File: config.mk
export PLATFORM = sky130hd
export DESIGN_NAME = operand_fetch_buffer
export DESIGN_NICKNAME = d
export VERILOG_FILES = /design/src/rtl/mito_pkg.sv /design/src/rtl/fetch_bank.sv /design/src/rtl/operand_fetch_buffer.sv
export SDC_FILE = /design/constraint.sdc
export NUM_CORES = 1
export LEC_CHECK = 0
export CAP_MARGIN = 0
export CORE_MARGIN = 3
export CORE_UTILIZATION = 62
export DETAILED_ROUTE_END_ITERATION = 10
export DONT_BUFFER_PORTS = 1
export PLACE_DENSITY = 0.85
export RECOVER_POWER = 100
export SYNTH_ARGS = -nofsm -noshare
export SYNTH_HDL_FRONTEND = slang
export SYNTH_SLANG_ARGS = --single-unit
File: constraint.sdc
create_clock -name clk -period 3.09 [get_ports clk]
set_input_delay 0.4635 -clock clk [delete_from_list [all_inputs] [get_ports clk]]
set_output_delay 0.4635 -clock clk [all_outputs]
set_load 0.005 [all_outputs]
File: src/rtl/mito_pkg.sv
`default_nettype none
// ============================================================================
//  Module      : mito_pkg
//  Description : Shared constants for the operand fetch buffer: layer type
//                codes, fetch state encoding and default fetch base addresses.
//  Revision    : 1.0  initial release
// ============================================================================
package mito_pkg;

    // Layer type codes driven by the layer controller
    localparam logic [1:0] c_LT_NONE        = 2'b00;
    localparam logic [1:0] c_LT_CONVOLUTION = 2'b01;
    localparam logic [1:0] c_LT_POOLING     = 2'b10;
    localparam logic [1:0] c_LT_FULLY       = 2'b11;

    // Fetch state machine encoding
    typedef logic [1:0] fetch_state_t;
    localparam fetch_state_t c_ST_IDLE       = 2'd0;
    localparam fetch_state_t c_ST_FETCH_IFM  = 2'd1;
    localparam fetch_state_t c_ST_FETCH_WGT  = 2'd2;
    localparam fetch_state_t c_ST_FETCH_BIAS = 2'd3;

    // Default fetch base addresses
    localparam logic [15:0] c_IFM_BASE_DEF  = 16'h0000;
    localparam logic [15:0] c_WGT_BASE_DEF  = 16'h0400;
    localparam logic [15:0] c_BIAS_BASE_DEF = 16'h0800;

endpackage
`default_nettype wire

File: src/rtl/fetch_bank.sv
`default_nettype none
// ============================================================================
//  Module      : fetch_bank
//  Description : Local operand register bank. Sequential write pointer, full
//                flag, and a flattened read bus that already reflects the
//                word written this cycle (word 0 in the LSBs).
//  Revision    : 1.0  initial release
// ============================================================================
module fetch_bank #(
    parameter int DEPTH  = 9,
    parameter int DATA_W = 16,
    parameter int PTR_W  = (DEPTH > 1) ? $clog2(DEPTH) : 1
) (
    input  logic                    clk,
    input  logic                    rst_n,
    input  logic                    i_start,
    input  logic                    i_wr_en,
    input  logic [DATA_W-1:0]       i_wr_data,
    input  logic                    i_clr_full,
    output logic [PTR_W-1:0]        o_ptr,
    output logic                    o_last,
    output logic                    o_full_next,
    output logic [DEPTH*DATA_W-1:0] o_rd_bus_next
);

    logic [DATA_W-1:0] r_mem [0:DEPTH-1];
    logic [PTR_W-1:0]  r_ptr;
    logic              r_full;
    logic              w_last;

    assign w_last = (r_ptr == PTR_W'(DEPTH - 1));

    // Pointer and full flag: burst start clears both, the final write sets
    // full, and a presentation clear overrides a same-cycle final write.
    always_ff @(posedge clk or negedge rst_n) begin
        if (!rst_n) begin
            r_ptr  <= '0;
            r_full <= 1'b0;
        end else begin
            if (i_start) begin
                r_ptr  <= '0;
                r_full <= 1'b0;
            end else if (i_wr_en) begin
                if (w_last) begin
                    r_ptr  <= '0;
                    r_full <= 1'b1;
                end else begin
                    r_ptr <= r_ptr + PTR_W'(1);
                end
            end
            if (i_clr_full) begin
                r_full <= 1'b0;
            end
        end
    end

    // Word storage, written at the current pointer
    always_ff @(posedge clk or negedge rst_n) begin
        if (!rst_n) begin
            for (int i = 0; i < DEPTH; i++) begin
                r_mem[i] <= '0;
            end
        end else if (i_wr_en) begin
            r_mem[r_ptr] <= i_wr_data;
        end
    end

    // Read bus with write-through so a same-cycle presentation sees the new word
    for (genvar g = 0; g < DEPTH; g++) begin : g_rd
        assign o_rd_bus_next[g*DATA_W +: DATA_W] =
            (i_wr_en && (r_ptr == PTR_W'(g))) ? i_wr_data : r_mem[g];
    end

    assign o_ptr       = r_ptr;
    assign o_last      = w_last;
    assign o_full_next = r_full | (i_wr_en & w_last);

endmodule
`default_nettype wire

File: src/rtl/operand_fetch_buffer.sv
`default_nettype none
// ============================================================================
//  Module      : operand_fetch_buffer
//  Description : Fetches IFM window, kernel and bias words from on-chip memory
//                into three local banks on controller strobes, and presents a
//                complete operand set to the PE array on input_load.
//                Optional: MITO_FETCH_STALL_CNT_EN adds the stall_cnt output.
//  Revision    : 1.0  initial release
// ============================================================================
module operand_fetch_buffer
    import mito_pkg::*;
#(
    parameter int                DATA_W    = 16,
    parameter int                ADDR_W    = 16,
    parameter int                IFM_WORDS = 9,
    parameter int                WGT_WORDS = 9,
    parameter logic [ADDR_W-1:0] IFM_BASE  = c_IFM_BASE_DEF,
    parameter logic [ADDR_W-1:0] WGT_BASE  = c_WGT_BASE_DEF,
    parameter logic [ADDR_W-1:0] BIAS_BASE = c_BIAS_BASE_DEF
) (
    input  logic                        clk,
    input  logic                        rst_n,
    input  logic [1:0]                  layer_type,
    input  logic                        ifm_read,
    input  logic                        wgt_read,
    input  logic                        bias_read,
    input  logic                        input_load,
    output logic                        mem_req_valid,
    output logic [ADDR_W-1:0]           mem_req_addr,
    input  logic                        mem_req_ready,
    input  logic                        mem_rsp_valid,
    input  logic [DATA_W-1:0]           mem_rsp_data,
    output logic                        op_valid,
    input  logic                        op_ready,
    output logic [IFM_WORDS*DATA_W-1:0] op_ifm,
    output logic [WGT_WORDS*DATA_W-1:0] op_wgt,
    output logic [DATA_W-1:0]           op_bias,
    output logic [1:0]                  op_layer_type,
    output logic                        busy,
    output logic                        err
`ifdef MITO_FETCH_STALL_CNT_EN
    ,
    output logic [15:0]                 stall_cnt
`endif
);

    localparam int c_IFM_PW = (IFM_WORDS > 1) ? $clog2(IFM_WORDS) : 1;
    localparam int c_WGT_PW = (WGT_WORDS > 1) ? $clog2(WGT_WORDS) : 1;

    logic r_ifm_q, r_wgt_q, r_bias_q, r_load_q;
    logic r_pend_ifm, r_pend_wgt, r_pend_bias;
    logic r_wait_rsp;
    fetch_state_t r_state, w_state_next;

    logic w_pool, w_ifm_rise, w_wgt_rise, w_bias_rise, w_load_rise;
    logic w_rsp_take, w_cur_last;
    logic w_start_ifm, w_start_wgt, w_start_bias;
    logic w_we_ifm, w_we_wgt, w_we_bias;
    logic w_complete, w_present, w_err_set;

    logic [c_IFM_PW-1:0]         w_ifm_ptr;
    logic [c_WGT_PW-1:0]         w_wgt_ptr;
    logic                        w_bias_ptr;
    logic                        w_ifm_last, w_wgt_last, w_bias_last;
    logic                        w_ifm_full, w_wgt_full, w_bias_full;
    logic [IFM_WORDS*DATA_W-1:0] w_ifm_bus;
    logic [WGT_WORDS*DATA_W-1:0] w_wgt_bus;
    logic [DATA_W-1:0]           w_bias_bus;

    logic                        r_op_valid;
    logic [IFM_WORDS*DATA_W-1:0] r_op_ifm;
    logic [WGT_WORDS*DATA_W-1:0] r_op_wgt;
    logic [DATA_W-1:0]           r_op_bias;
    logic [1:0]                  r_op_layer_type;
    logic                        r_err;

    assign w_pool      = (layer_type == c_LT_POOLING);
    assign w_ifm_rise  = ifm_read   & ~r_ifm_q;
    assign w_wgt_rise  = wgt_read   & ~r_wgt_q;
    assign w_bias_rise = bias_read  & ~r_bias_q;
    assign w_load_rise = input_load & ~r_load_q;
    assign w_rsp_take  = r_wait_rsp & mem_rsp_valid & (r_state != c_ST_IDLE);

    // Strobe history for rising-edge detection
    always_ff @(posedge clk or negedge rst_n) begin
        if (!rst_n) begin
            r_ifm_q  <= 1'b0;
            r_wgt_q  <= 1'b0;
            r_bias_q <= 1'b0;
            r_load_q <= 1'b0;
        end else begin
            r_ifm_q  <= ifm_read;
            r_wgt_q  <= wgt_read;
            r_bias_q <= bias_read;
            r_load_q <= input_load;
        end
    end

    // Pending requests: cleared when the bank's burst starts; edges on a bank
    // already pending or fetching are dropped, and pooling ignores wgt/bias.
    always_ff @(posedge clk or negedge rst_n) begin
        if (!rst_n) begin
            r_pend_ifm  <= 1'b0;
            r_pend_wgt  <= 1'b0;
            r_pend_bias <= 1'b0;
        end else begin
            if (w_start_ifm)
                r_pend_ifm <= 1'b0;
            else if (w_ifm_rise && (r_state != c_ST_FETCH_IFM))
                r_pend_ifm <= 1'b1;
            if (w_start_wgt)
                r_pend_wgt <= 1'b0;
            else if (w_wgt_rise && !w_pool && (r_state != c_ST_FETCH_WGT))
                r_pend_wgt <= 1'b1;
            if (w_start_bias)
                r_pend_bias <= 1'b0;
            else if (w_bias_rise && !w_pool && (r_state != c_ST_FETCH_BIAS))
                r_pend_bias <= 1'b1;
        end
    end

    // Fetch state register and single-outstanding request tracking
    always_ff @(posedge clk or negedge rst_n) begin
        if (!rst_n) begin
            r_state    <= c_ST_IDLE;
            r_wait_rsp <= 1'b0;
        end else begin
            r_state <= w_state_next;
            if (mem_req_valid && mem_req_ready)
                r_wait_rsp <= 1'b1;
            else if (w_rsp_take)
                r_wait_rsp <= 1'b0;
        end
    end

    // Next state: IDLE serves IFM > WGT > BIAS; a burst ends on its last word
    always_comb begin
        w_state_next = r_state;
        w_cur_last   = 1'b0;
        case (r_state)
            c_ST_IDLE: begin
                if (r_pend_ifm)       w_state_next = c_ST_FETCH_IFM;
                else if (r_pend_wgt)  w_state_next = c_ST_FETCH_WGT;
                else if (r_pend_bias) w_state_next = c_ST_FETCH_BIAS;
            end
            c_ST_FETCH_IFM:  w_cur_last = w_ifm_last;
            c_ST_FETCH_WGT:  w_cur_last = w_wgt_last;
            default:         w_cur_last = w_bias_last;
        endcase
        if (w_rsp_take && w_cur_last)
            w_state_next = c_ST_IDLE;
    end

    // Outputs: request channel, bank write enables and burst starts
    always_comb begin
        mem_req_valid = 1'b0;
        mem_req_addr  = '0;
        w_we_ifm      = 1'b0;
        w_we_wgt      = 1'b0;
        w_we_bias     = 1'b0;
        w_start_ifm   = 1'b0;
        w_start_wgt   = 1'b0;
        w_start_bias  = 1'b0;
        case (r_state)
            c_ST_IDLE: begin
                w_start_ifm  = (w_state_next == c_ST_FETCH_IFM);
                w_start_wgt  = (w_state_next == c_ST_FETCH_WGT);
                w_start_bias = (w_state_next == c_ST_FETCH_BIAS);
            end
            c_ST_FETCH_IFM: begin
                mem_req_valid = ~r_wait_rsp;
                mem_req_addr  = IFM_BASE + ADDR_W'(w_ifm_ptr);
                w_we_ifm      = w_rsp_take;
            end
            c_ST_FETCH_WGT: begin
                mem_req_valid = ~r_wait_rsp;
                mem_req_addr  = WGT_BASE + ADDR_W'(w_wgt_ptr);
                w_we_wgt      = w_rsp_take;
            end
            default: begin
                mem_req_valid = ~r_wait_rsp;
                mem_req_addr  = BIAS_BASE + ADDR_W'(w_bias_ptr);
                w_we_bias     = w_rsp_take;
            end
        endcase
    end

    fetch_bank #(.DEPTH(IFM_WORDS), .DATA_W(DATA_W), .PTR_W(c_IFM_PW)) u_ifm_bank (
        .clk(clk), .rst_n(rst_n), .i_start(w_start_ifm), .i_wr_en(w_we_ifm),
        .i_wr_data(mem_rsp_data), .i_clr_full(w_present), .o_ptr(w_ifm_ptr),
        .o_last(w_ifm_last), .o_full_next(w_ifm_full), .o_rd_bus_next(w_ifm_bus)
    );

    fetch_bank #(.DEPTH(WGT_WORDS), .DATA_W(DATA_W), .PTR_W(c_WGT_PW)) u_wgt_bank (
        .clk(clk), .rst_n(rst_n), .i_start(w_start_wgt), .i_wr_en(w_we_wgt),
        .i_wr_data(mem_rsp_data), .i_clr_full(w_present), .o_ptr(w_wgt_ptr),
        .o_last(w_wgt_last), .o_full_next(w_wgt_full), .o_rd_bus_next(w_wgt_bus)
    );

    fetch_bank #(.DEPTH(1), .DATA_W(DATA_W), .PTR_W(1)) u_bias_bank (
        .clk(clk), .rst_n(rst_n), .i_start(w_start_bias), .i_wr_en(w_we_bias),
        .i_wr_data(mem_rsp_data), .i_clr_full(w_present), .o_ptr(w_bias_ptr),
        .o_last(w_bias_last), .o_full_next(w_bias_full), .o_rd_bus_next(w_bias_bus)
    );

    // A set is complete when every required bank is full, counting a final
    // word landing this very cycle.
    assign w_complete = w_ifm_full & (w_pool | (w_wgt_full & w_bias_full));
    assign w_present  = w_load_rise & ~r_op_valid & w_complete;
    assign w_err_set  = w_load_rise & (r_op_valid | ~w_complete);

    // Operand output registers, held until the PE array accepts them
    always_ff @(posedge clk or negedge rst_n) begin
        if (!rst_n) begin
            r_op_valid      <= 1'b0;
            r_op_ifm        <= '0;
            r_op_wgt        <= '0;
            r_op_bias       <= '0;
            r_op_layer_type <= 2'b00;
        end else if (w_present) begin
            r_op_valid      <= 1'b1;
            r_op_ifm        <= w_ifm_bus;
            r_op_wgt        <= w_pool ? '0 : w_wgt_bus;
            r_op_bias       <= w_pool ? '0 : w_bias_bus;
            r_op_layer_type <= layer_type;
        end else if (r_op_valid && op_ready) begin
            r_op_valid <= 1'b0;
        end
    end

    // Sticky protocol error, cleared only by reset
    always_ff @(posedge clk or negedge rst_n) begin
        if (!rst_n)
            r_err <= 1'b0;
        else if (w_err_set)
            r_err <= 1'b1;
    end

`ifdef MITO_FETCH_STALL_CNT_EN
    logic [15:0] r_stall_cnt;

    // Count request cycles the memory refuses, saturating at all ones
    always_ff @(posedge clk or negedge rst_n) begin
        if (!rst_n)
            r_stall_cnt <= 16'h0000;
        else if (mem_req_valid && !mem_req_ready && (r_stall_cnt != 16'hFFFF))
            r_stall_cnt <= r_stall_cnt + 16'd1;
    end

    assign stall_cnt = r_stall_cnt;
`endif

    assign op_valid      = r_op_valid;
    assign op_ifm        = r_op_ifm;
    assign op_wgt        = r_op_wgt;
    assign op_bias       = r_op_bias;
    assign op_layer_type = r_op_layer_type;
    assign err           = r_err;
    assign busy          = (r_state != c_ST_IDLE) | r_pend_ifm | r_pend_wgt | r_pend_bias;

endmodule
`default_nettype wire

Yosys cells after proc, flatten, opt, wreduce, memory -nomap -nowiden
Index checks and enable logic that the tools add are counted.
- register bits: 634
- bits in latches: 0
- RAM bits: 0
- ROM bits: 0
- input port bits: 27
- logic and storage cells: 235
- memories kept: 0
- $add $sub $neg: 5
- multipliers: 0
- div/mod/pow operators: 0
- order comparisons: 6
- eq/ne operators: 26
- shift-type cells: 0
- mux-type cells: 74
- bitwise gates (word level): 32
- reduce and logical (&&, ||, !) cells: 52
- operators by type and width (cell ; count):
    two-way mux 16 bit ; 23
    bitwise mux 144 bit ; 2
    two-way mux 144 bit ; 1
    demux 16 bit (select 4 bit) ; 2
    case mux 13 bit (3 select lines) ; 1
    == test 4 x 3 -> 1 bit (second input constant) ; 8
    two-way mux 1 bit ; 32
    logical AND 1 bit ; 30
    two-way mux 4 bit ; 6
    nonzero test 2 bit ; 9
    bitwise mux 16 bit ; 1
    == test 4 x 2 -> 1 bit (second input constant) ; 4
    nonzero test 3 bit ; 5
    AND 1 bit ; 14
    adder 12 x 1 -> 13 bit (first input constant) ; 1
    adder 11 x 4 -> 12 bit (first input constant) ; 1
    greater-or-equal comparator 5 bit (second input constant) ; 2
    less-than comparator 5 x 1 -> 1 bit (second input constant) ; 2
    two-way mux 2 bit ; 5
    inverter 4 -> 5 bit ; 2
    adder 4 x 1 -> 4 bit (second input constant) ; 2
    == test 2 bit (second input constant) ; 4
    == test 4 x 1 -> 1 bit (second input constant) ; 2
    == test 4 bit (second input constant) ; 2
    15 further kinds ; 34

Logic depth before layout (Yosys ltp)
Gate-level depths: netlist of run 1.
- word-level depth: 11
- gate-level depth with buffers: 10
- gate-level depth less buffers: 7

Modules after synthesis
Synthesis of run 1 repeated with hierarchy kept, for this count alone.
- cell total of the unflattened synthesis: 1848
- area, all modules: 26192.6 sq um
- modules (own cells, without submodules) (module ; instances ; cells each ; area each (sq um) ; seq. area each (sq um)):
    operand_fetch_buffer ; 1 ; 1062 ; 13162.6 ; 7957.6
    fetch_bank at u_wgt_bank ; 1 ; 371 ; 6192.2 ; 3728.6
    fetch_bank at u_ifm_bank ; 1 ; 374 ; 6127.1 ; 3728.6
    fetch_bank at u_bias_bank ; 1 ; 41 ; 710.7 ; 425.4

Worst setup path before layout of run 1
OpenSTA, ideal clock, no wires.
- kind: reg-to-reg
- start: reg u_ifm_bank.r_ptr[0], in the netlist u_ifm_bank.o_ptr[0]
- end: reg r_op_ifm[142], in the netlist op_ifm[142]
- library setup time: 0.128 ns
- arrival time: 2.232 ns
- required time: 2.962 ns
- path slack: 0.730 ns
- cell stages (with the launch flop): 11
- period minus slack after synthesis: 2.360 ns
- path through: dfrtp_1 > inv_1 > ha_1 > nand3b_1 > nor2_4 > nor2_1 > buf_4 > nor2_4 > buf_4 > buf_2 > mux2_1
- cells in the longest elaborated chain, start to end: 5
- elaborated cells between the ends (all ways): 7
- those cells by class: eq/ne (1); mux (1); bitwise (4); reduce/logical (1)
- ends and longest elaborated chain (item ; RTL line ; RTL):
    from (decl) ; fetch_bank.sv:27 ; logic [PTR_W-1:0] r_ptr;
    from (signal assigned) ; fetch_bank.sv:48 ; r_ptr <= r_ptr + PTR_W'(1);
    == test 4 bit * ; fetch_bank.sv:31, fetch_bank.sv:71 ;
    AND 1 bit ; fetch_bank.sv:76 ; assign o_full_next = r_full | (i_wr_en & w_last);
    bitwise OR 1 bit ; fetch_bank.sv:76 ;
    AND 1 bit ; operand_fetch_buffer.sv:208 ; assign w_complete = w_ifm_full & (w_pool | (w_wgt_full & w_bias_full));
    AND 1 bit ; operand_fetch_buffer.sv:209 ; assign w_present = w_load_rise & ~r_op_valid & w_complete;
    to (signal assigned) ; operand_fetch_buffer.sv:222 ; r_op_ifm <= w_ifm_bus;
    to (decl) ; operand_fetch_buffer.sv:71 ; logic [IFM_WORDS*DATA_W-1:0] r_op_ifm;
Mark *: on every way between the ends. The rest lies on a longest branch, timed or not.
A chain may end at the register's enable or synchronous reset.

Final worst setup path of run 1
- start: reg r_state[0]
- end: reg r_op_wgt[104], in the netlist op_wgt[104]
- cells in the longest elaborated chain, start to end: 9
- elaborated cells between the ends (all ways): 22
- those cells by class: eq/ne (2); mux (5); bitwise (11); reduce/logical (4)
- ends and longest elaborated chain (item ; RTL line ; RTL):
    from (decl) ; operand_fetch_buffer.sv:53 ; fetch_state_t r_state, w_state_next;
    from (signal assigned) ; operand_fetch_buffer.sv:125 ; r_state <= c_ST_IDLE;
    from (signal assigned) ; operand_fetch_buffer.sv:128 ; r_state <= w_state_next;
    == test 2 bit, or another cell as far along ; operand_fetch_buffer.sv:164 ; case (r_state)
    OR reduction 3 bit (no line) / AND 1 bit (equally long branches) ; n/a ;
    two-way mux 1 bit ; operand_fetch_buffer.sv:164 ;
    AND 1 bit ; fetch_bank.sv:76 ;
    bitwise OR 1 bit ; fetch_bank.sv:76 ;
    AND 1 bit ; operand_fetch_buffer.sv:208 ;
    bitwise OR 1 bit ; operand_fetch_buffer.sv:208 ;
    AND 1 bit ; operand_fetch_buffer.sv:208 ;
    AND 1 bit ; operand_fetch_buffer.sv:209 ;
    to (signal assigned) ; operand_fetch_buffer.sv:223 ; r_op_wgt <= w_pool ? '0 : w_wgt_bus;
    to (decl) ; operand_fetch_buffer.sv:72 ; logic [WGT_WORDS*DATA_W-1:0] r_op_wgt;
Parallel ways exist; a longest one is shown, timed or not.

==> metrics.txt, run 1 <==
# TYPE chip_impl_metric gauge
chip_impl_info{name="outcome",value="complete, but fails checks"} 1
chip_impl_info{name="failed_checks",value="negative hold slack"} 1
chip_impl_metric{name="synth.ff_latch_count",unit=""} 633
chip_impl_info{name="clock_tree_from_tritoncts",value="done"} 1
chip_impl_info{name="synthFlopType",value="sky130_fd_sc_hd__dfrtp_1"} 1
chip_impl_metric{name="post_synth_inst_count",unit=""} 1756
chip_impl_metric{name="synth.top_cell.area_share",unit="%"} 63.1
chip_impl_info{name="cts_root_buf",value="sky130_fd_sc_hd__clkbuf_16"} 1
chip_impl_metric{name="avgSynthCellArea",unit="sq um"} 14.3
chip_impl_metric{name="design.portCount",unit=""} 353
chip_impl_metric{name="layout-area-overhead-vs-synth",unit="%"} 10.3
chip_impl_metric{name="power.share.switching",unit="%"} 24.4
chip_impl_info{name="start_kind",value="flop"} 1
chip_impl_metric{name="die_x",unit="um"} 207
chip_impl_metric{name="cts_made_buffers",unit=""} 60
chip_impl_metric{name="fmaxAchievable",unit="MHz"} 346
chip_impl_metric{name="p_sw",unit="mW"} 4.76
chip_impl_metric{name="clock_sinks",unit=""} 633
chip_impl_metric{name="power-per-cell-area",unit="mW/mm^2"} 706
chip_impl_info{name="category_of_cells_accounting_for_the_largest_share_of_critical_path_delay",value="simple AND/OR/NAND/NOR gates"} 1
chip_impl_metric{name="clkLatencyLatePin",unit="ps"} 620
chip_impl_metric{name="first_global_vias",unit=""} 15000
chip_impl_metric{name="cts_hold_repair.buffers",unit=""} 30
chip_impl_metric{name="floorplan.core_area",unit="sq mm"} 0.0398
chip_impl_info{name="cp_max_stage_cell",value="sky130_fd_sc_hd__clkbuf_1"} 1
chip_impl_metric{name="synth_sequential_area_ratio",unit="%"} 63.1
chip_impl_metric{name="max-cap-violations",unit=""} 0
chip_impl_info{name="ys_top_cells_by_area",value="sky130_fd_sc_hd__dfrtp_1 63%, sky130_fd_sc_hd__mux2_2 18%, sky130_fd_sc_hd__a31o_2 3.3%"} 1
chip_impl_metric{name="detail_route.wirelength",unit="um"} 64300
chip_impl_metric{name="drive_above_1_share",unit="%"} 25.4
chip_impl_metric{name="synth_cell_types",unit=""} 51
chip_impl_metric{name="post-dp-hpwl",unit="um"} 35400
chip_impl_metric{name="tns",unit="ps"} 0
chip_impl_metric{name="grt_max_degree",unit=""} 634
chip_impl_metric{name="vias",unit=""} 14600
chip_impl_metric{name="fp-row-count",unit=""} 73
chip_impl_metric{name="placement.setup.worst_slack",unit="ps"} 446
chip_impl_metric{name="synthesis.area",unit="sq mm"} 0.0251
chip_impl_metric{name="required_worst_endpoint",unit="ps"} 3590
chip_impl_info{name="unrepaired_setup_endpoints_after_global_routing",value="false"} 1
chip_impl_metric{name="die-height",unit="um"} 207
chip_impl_metric{name="cp_data_arrival_time",unit="ps"} 3390
chip_impl_info{name="crit_path_end_kind",value="flop"} 1
chip_impl_metric{name="power.sequential.fraction",unit="%"} 49.4
chip_impl_metric{name="cp.buffers_inverters",unit=""} 1
chip_impl_metric{name="yosys_warnings",unit=""} 0
chip_impl_metric{name="grt.overflow.total",unit=""} 0
chip_impl_metric{name="final.period_utilization",unit="%"} 93.6
chip_impl_metric{name="io_buffer_count",unit=""} 0
chip_impl_metric{name="initialDrtViolationCount",unit=""} 1330
chip_impl_metric{name="die_footprint",unit="sq mm"} 0.0429
chip_impl_metric{name="final.setup_skew",unit="ps"} 18.2
chip_impl_metric{name="cts-root-to-sink-buffers",unit=""} 3
chip_impl_metric{name="power.clock.fraction",unit="%"} 40.0
chip_impl_metric{name="cts.repair_timing.setup_buffer_count",unit=""} 0
chip_impl_metric{name="clkSlewWorstSetupHoldPaths",unit="ps"} 70
chip_impl_metric{name="starting_utilization_of_the_core_area",unit="%"} 63.0
chip_impl_metric{name="final_max_slew_viol_count",unit=""} 0
chip_impl_metric{name="final_util",unit="%"} 69.5
chip_impl_metric{name="vias_per_cell",unit=""} 6.33
chip_impl_info{name="timing.hold.worst.class",value="input pin to async pin"} 1
chip_impl_info{name="critical_path.cell_chain",value="and4b_1, nand2_1, nor2_1, clkbuf_1, mux2_1, a31o_2"} 1
chip_impl_metric{name="combPwrFrac",unit="%"} 10.6
chip_impl_metric{name="r2r.worst_path.cells",unit=""} 6
chip_impl_info{name="cell_taking_the_most_area_after_synthesis",value="sky130_fd_sc_hd__dfrtp_1"} 1
chip_impl_metric{name="cp_slowest_stage_delay",unit="ps"} 790
chip_impl_metric{name="period_minus_slack",unit="ps"} 2890
chip_impl_info{name="critPathKind",value="flop to flop"} 1
chip_impl_metric{name="timing.max_slew.rel_slack",unit="%"} 17.1
chip_impl_metric{name="worstPathMaxFanout",unit=""} 16
chip_impl_metric{name="final_count_of_hold_timing_violations",unit=""} 633
chip_impl_metric{name="first_pass_iters",unit=""} 5
chip_impl_metric{name="post-route-drc-count",unit=""} 0
chip_impl_metric{name="setup_violations",unit=""} 0
chip_impl_metric{name="internal-power",unit="mW"} 14.8
chip_impl_metric{name="number_of_antenna_violations_at_the_first_check_in_global_routing",unit=""} 6
chip_impl_metric{name="cts_max_level",unit=""} 2
chip_impl_metric{name="gp_routability_congestion",unit=""} 0.862
chip_impl_metric{name="antenna_violating_nets_post_route",unit=""} 0
chip_impl_metric{name="post_cts_resized",unit=""} 0
chip_impl_metric{name="tightestPinTransition",unit="ps"} 1240
chip_impl_metric{name="irDropWorstVdd",unit="mV"} 0.519
chip_impl_metric{name="synth-async-reset-ratio",unit="%"} 100
chip_impl_metric{name="leakagePower",unit="nW"} 13.8
chip_impl_metric{name="grtUsageTotal",unit="%"} 29.5
chip_impl_metric{name="total_power",unit="mW"} 19.5
chip_impl_metric{name="synth_enable_flop_cells",unit=""} 0
chip_impl_metric{name="post_drt_wl_per_cell",unit="um"} 27.9
chip_impl_metric{name="fin_nets",unit=""} 1761
chip_impl_metric{name="cp_num_cells",unit=""} 6
chip_impl_metric{name="final_critical_path_setup_slack",unit="ps"} 197
chip_impl_metric{name="final.hold.worst_slack",unit="ps"} -449
chip_impl_metric{name="global_route_wire_length_before_repair",unit="um"} 96900
cell type report:
type	count	area (sq um)
multi-input combinational	963	8420
sequential	633	15800
timing repair buffer	58	561
antenna	2	5.00
fill	2539	12100
clock inverter	21	262
clock buffer	92	1890
inverter	10	37.5
tap	525	657
layer usage:
metal	track usage [%]	up-vias	part of all wire, %
li1	-	6134	-
met1	38.5	7684	39
met2	47.4	625	48
met3	8.48	134	8.7
met4	11.3	0	3.5
met5	0	-	0
path summary, 6_finish.rpt:
check                                startpoint               endpoint  slack [ps]
max                                  r_state[0]            op_wgt[104]         200
min                                       rst_n            op_ifm[112]        -450
max reg2reg                          r_state[0]            op_wgt[104]         200
min reg2reg                u_ifm_bank.r_mem[71]   u_ifm_bank.r_mem[71]         480
max in group asynchronous                 rst_n             op_wgt[81]        2850
min in group clk                mem_rsp_data[7]  u_ifm_bank.r_mem[135]          20
synth_stat cells (2+ instances only):
library cell                 n
sky130_fd_sc_hd__nor2_1     18
sky130_fd_sc_hd__nor2_2      2
sky130_fd_sc_hd__dfrtp_1   633
sky130_fd_sc_hd__o21a_1     96
sky130_fd_sc_hd__mux2_2    402
sky130_fd_sc_hd__a21oi_1     7
sky130_fd_sc_hd__o21ai_0   106
sky130_fd_sc_hd__nor2_4      2
sky130_fd_sc_hd__nand4b_4    2
sky130_fd_sc_hd__o21ai_1    27
sky130_fd_sc_hd__buf_1       8
sky130_fd_sc_hd__and3_1      3
sky130_fd_sc_hd__nor2b_1     4
sky130_fd_sc_hd__buf_4      22
sky130_fd_sc_hd__nand2b_1    4
sky130_fd_sc_hd__mux2_1     49
sky130_fd_sc_hd__buf_6       9
sky130_fd_sc_hd__clkbuf_1   85
sky130_fd_sc_hd__nand3_4     6
sky130_fd_sc_hd__inv_1      10
sky130_fd_sc_hd__nand3_1     4
sky130_fd_sc_hd__nand3b_1    4
sky130_fd_sc_hd__ha_1        8
sky130_fd_sc_hd__a22o_1      5
sky130_fd_sc_hd__nand2_1    79
sky130_fd_sc_hd__nor3_1      6
sky130_fd_sc_hd__a31o_2     96
sky130_fd_sc_hd__nor3b_1     2
sky130_fd_sc_hd__buf_2      35
worst reg2reg max path: cells and delay by family (launching register included):
kind                   cells  cell delay [ps]
and+or+nand+nor            3              800
muxes                      1              430
AOI/OAI and AO/OA          1              220
DFF                        1              530
buffers and inverters      1              790
power by group through the flow:
stage / clock network (mW) / logic, mW / registers [mW]
floorplan: 0 / 1.81 / 9.60
global placement: 0 / 1.94 / 9.72
detailed placement: 0 / 2.06 / 9.80
CTS: 7.91 / 2.20 / 9.66
global route: 8.23 / 2.24 / 9.75
finish: 7.82 / 2.06 / 9.66
per-stage QoR:
stage,area (sq um),hold WS [ps],instances
finish,27700,-449,2304
global route,27700,-498,2303
CTS,27800,-489,2302
detailed placement,25300,189,2159
global placement,25300,187,2159
floorplan,25100,168,1765
state kept, by name, indices dropped and copies added (netlist names), 2 cells and up:
register	flops
op_bias	16
op_ifm	144
op_layer_type	2
op_wgt	144
r_state	2
u_bias_bank.r_mem	16
u_ifm_bank.o_ptr	4
u_ifm_bank.r_mem	144
u_wgt_bank.o_ptr	4
u_wgt_bank.r_mem	144
layout by cell type, fill, tap and decap left out, types with 23 or more instances in the layout:
| cell | count |
|---|---|
| sky130_fd_sc_hd__clkbuf_8 | 23 |
| sky130_fd_sc_hd__clkbuf_16 | 62 |
| sky130_fd_sc_hd__o21ai_0 | 132 |
| sky130_fd_sc_hd__mux2_1 | 238 |
| sky130_fd_sc_hd__nand2_1 | 79 |
| sky130_fd_sc_hd__mux2_2 | 213 |
| sky130_fd_sc_hd__dlygate4sd3_1 | 30 |
| sky130_fd_sc_hd__a31o_2 | 96 |
| sky130_fd_sc_hd__o21a_1 | 96 |
| sky130_fd_sc_hd__dfrtp_1 | 633 |
cells by family after synthesis:
group           count (synthesis)  synth area share [%]
simple gates                  147                  3.32
other cells                     1                0.0149
xor+xnor                        1                0.0349
flops                         633                  63.1
fa+ha+maj                       8                 0.399
compound gates                346                  9.60
mux                           451                  20.2
buf+inv                       169                  3.30
Note: power is estimated with default switching activity, not from simulation.
==> inputs of run 2 (changes only) <==
--- a/config.mk
+++ b/config.mk
@@ -12,6 +12,7 @@
 export DONT_BUFFER_PORTS = 1
 export PLACE_DENSITY = 0.85
 export RECOVER_POWER = 100
+export SKIP_CTS_REPAIR_TIMING = 1
 export SYNTH_ARGS = -nofsm -noshare
 export SYNTH_HDL_FRONTEND = slang
 export SYNTH_SLANG_ARGS = --single-unit
==> run 2 against run 1 <==
Net effect: the run still ends with negative hold slack left; clock skew up 0.53 ps; design area down 0.33%; total power down 0.44%; largest cell class unchanged; non-clock buffer count down 9; via count down 0.63%; fmax up 0.53%; critical endpoint is now op_ifm[135]; clock power about the same; flip-flop and latch count unchanged; critical path type unchanged; cell count down 0.30%; wire length down 4.4%; utilization down 0.23 points.
==> metrics.txt, run 2 (synthesis results as in run 1) <==
# TYPE chip_impl_metric gauge
chip_impl_info{name="outcome",value="complete, but fails checks"} 1
chip_impl_info{name="failed_checks",value="negative hold slack"} 1
chip_impl_metric{name="initialDrtViolationCount",unit=""} 1328
chip_impl_metric{name="fmaxAchievable",unit="MHz"} 347
chip_impl_metric{name="total_power",unit="mW"} 19.5
chip_impl_metric{name="filler_cell_count",unit=""} 2545
chip_impl_info{name="timing.hold.worst.class",value="input pin to async pin"} 1
chip_impl_info{name="clock_tree_from_tritoncts",value="done"} 1
chip_impl_metric{name="fp-row-count",unit=""} 73
chip_impl_metric{name="final.period_utilization",unit="%"} 93.1
chip_impl_metric{name="placement.setup.worst_slack",unit="ps"} 446
chip_impl_metric{name="wl_met1",unit="um"} 24100
chip_impl_metric{name="number_of_antenna_violations_at_the_first_check_in_global_routing",unit=""} 1
chip_impl_info{name="highest_count_cells_in_the_layout_ignoring_fill_and_taps",value="633 x sky130_fd_sc_hd__dfrtp_1, 238 x sky130_fd_sc_hd__mux2_1, 213 x sky130_fd_sc_hd__mux2_2"} 1
chip_impl_metric{name="grt.overflow.total",unit=""} 0
chip_impl_metric{name="routed-wl-met3",unit="um"} 5510
chip_impl_metric{name="max-cap-violations",unit=""} 0
chip_impl_metric{name="clock_sinks",unit=""} 633
chip_impl_info{name="layout.cells.most_common",value="sky130_fd_sc_hd__dfrtp_1"} 1
chip_impl_metric{name="clkSlewWorstSetupHoldPaths",unit="ps"} 60
chip_impl_metric{name="starting_utilization_of_the_core_area",unit="%"} 63.0
chip_impl_metric{name="die_x",unit="um"} 207
chip_impl_info{name="cts_root_buf",value="sky130_fd_sc_hd__clkbuf_16"} 1
chip_impl_metric{name="floorplan.core_area",unit="sq mm"} 0.0398
chip_impl_metric{name="io_buffer_count",unit=""} 0
chip_impl_metric{name="irDropWorstVdd",unit="mV"} 0.517
chip_impl_metric{name="met2WireLength",unit="um"} 30000
chip_impl_metric{name="antenna_violating_nets_post_route",unit=""} 0
chip_impl_metric{name="die_footprint",unit="sq mm"} 0.0429
chip_impl_metric{name="required_worst_endpoint",unit="ps"} 3570
chip_impl_info{name="unrepaired_setup_endpoints_after_global_routing",value="false"} 1
chip_impl_metric{name="design.portCount",unit=""} 353
chip_impl_metric{name="post-route-drc-count",unit=""} 0
chip_impl_metric{name="post_drt_wl_per_cell",unit="um"} 26.8
chip_impl_metric{name="final.hold.worst_slack",unit="ps"} -447
chip_impl_metric{name="cts-root-to-sink-buffers",unit=""} 3
chip_impl_metric{name="tns",unit="ps"} 0
chip_impl_info{name="critPathKind",value="flop to flop"} 1
chip_impl_metric{name="grtUsageTotal",unit="%"} 27.7
chip_impl_metric{name="final_util",unit="%"} 69.3
chip_impl_metric{name="detail_route.wirelength",unit="um"} 61500
chip_impl_metric{name="period_minus_slack",unit="ps"} 2880
chip_impl_metric{name="vias",unit=""} 14500
chip_impl_metric{name="layout-area-overhead-vs-synth",unit="%"} 9.91
chip_impl_metric{name="vias_per_cell",unit=""} 6.31
chip_impl_metric{name="tightestPinTransition",unit="ps"} 1220
chip_impl_metric{name="first_pass_iters",unit=""} 5
chip_impl_info{name="start_kind",value="flop"} 1
chip_impl_metric{name="power-per-cell-area",unit="mW/mm^2"} 705
chip_impl_info{name="crit_path_end_kind",value="flop"} 1
chip_impl_metric{name="final_critical_path_setup_slack",unit="ps"} 212
chip_impl_metric{name="drive_above_1_share",unit="%"} 25.6
chip_impl_metric{name="leakagePower",unit="nW"} 13.7
chip_impl_metric{name="post-dp-hpwl",unit="um"} 35400
chip_impl_metric{name="gp_routability_congestion",unit=""} 0.862
chip_impl_metric{name="worstPathMaxFanout",unit=""} 17
chip_impl_metric{name="final_max_slew_viol_count",unit=""} 0
chip_impl_metric{name="r2r.worst_path.cells",unit=""} 7
chip_impl_metric{name="final.setup_skew",unit="ps"} 18.8
chip_impl_metric{name="cts_max_level",unit=""} 2
chip_impl_metric{name="clkLatencyLatePin",unit="ps"} 620
chip_impl_metric{name="grt_max_degree",unit=""} 634
chip_impl_metric{name="die-height",unit="um"} 207
chip_impl_metric{name="r2r_setup_slack",unit="ps"} 210
chip_impl_metric{name="first_global_vias",unit=""} 14800
chip_impl_info{name="max_used_layer",value="met4"} 1
chip_impl_metric{name="cts_made_buffers",unit=""} 60
chip_impl_metric{name="fin_nets",unit=""} 1752
chip_impl_metric{name="timing.max_slew.rel_slack",unit="%"} 18.5
chip_impl_metric{name="cp_data_arrival_time",unit="ps"} 3360
chip_impl_metric{name="setup_violations",unit=""} 0
chip_impl_metric{name="final_count_of_hold_timing_violations",unit=""} 633
chip_impl_metric{name="global_route_wire_length_before_repair",unit="um"} 92600
==> run 2: cell types whose count changed in the layout (fill, tap and decap cells not counted) <==
cell                            before  now
sky130_fd_sc_hd__dlygate4sd3_1      30   21
sky130_fd_sc_hd__diode_2             2    4
sky130_fd_sc_hd__nand3_2             1    2
sky130_fd_sc_hd__buf_4               7    8
sky130_fd_sc_hd__clkbuf_2            6    5
sky130_fd_sc_hd__nand3_4             5    4
==> run 2: final timing paths <==
kind,startpoint,end
setup reg to reg,u_ifm_bank.o_ptr[0],op_ifm[135]
max in group asynchronous,rst_n,op_wgt[58]
setup / recovery,u_ifm_bank.o_ptr[0],op_ifm[135]
min in group clk,mem_rsp_data[2],u_ifm_bank.r_mem[66]
hold / removal,rst_n,op_ifm[112]
hold reg to reg,u_ifm_bank.r_mem[0],u_ifm_bank.r_mem[0]
==> run 2: layout make-up <==
class	instances	area, sq um	area share, %
Antenna cell	4	10.0	0.0363
Timing Repair Buffer	49	473	1.71
Clock inverter	21	262	0.948
Clock buffer	92	1890	6.87
Tap cell	525	657	2.38
Sequential cell	633	15800	57.4
Multi-Input combinational cell	963	8420	30.5
Inverter	10	37.5	0.136
==> run 2: metal layers <==
metal  vias to the layer above  global-route usage [%]
li1                       6125                       -
met1                      7649                    36.2
met2                       597                    44.3
met3                       114                    8.48
met4                         0                    10.6
met5                         -                       0
==> run 2: through the flow <==
stage	std cells	area (sq um)
global route	2293	27600
floorplan	1765	25100
finish	2297	27600
detailed placement	2159	25300
CTS	2272	27500
global placement	2159	25300
==> run 2: critical path: stages, from the launching register on <==
cell                       delay, ps
sky130_fd_sc_hd__dfrtp_1         450
sky130_fd_sc_hd__inv_1           130
sky130_fd_sc_hd__ha_1            290
sky130_fd_sc_hd__nand3b_1        220
sky130_fd_sc_hd__nor2_1          270
sky130_fd_sc_hd__clkbuf_2        630
sky130_fd_sc_hd__mux2_1          420
sky130_fd_sc_hd__mux2_1          310
==> run 2: power breakdown <==
group / total [mW] / internal, mW / switching (mW)
Sequential: 9.66 / 9.26 / 0.407
Clock: 7.80 / 4.64 / 3.15
Combinational: 2.00 / 0.879 / 1.12
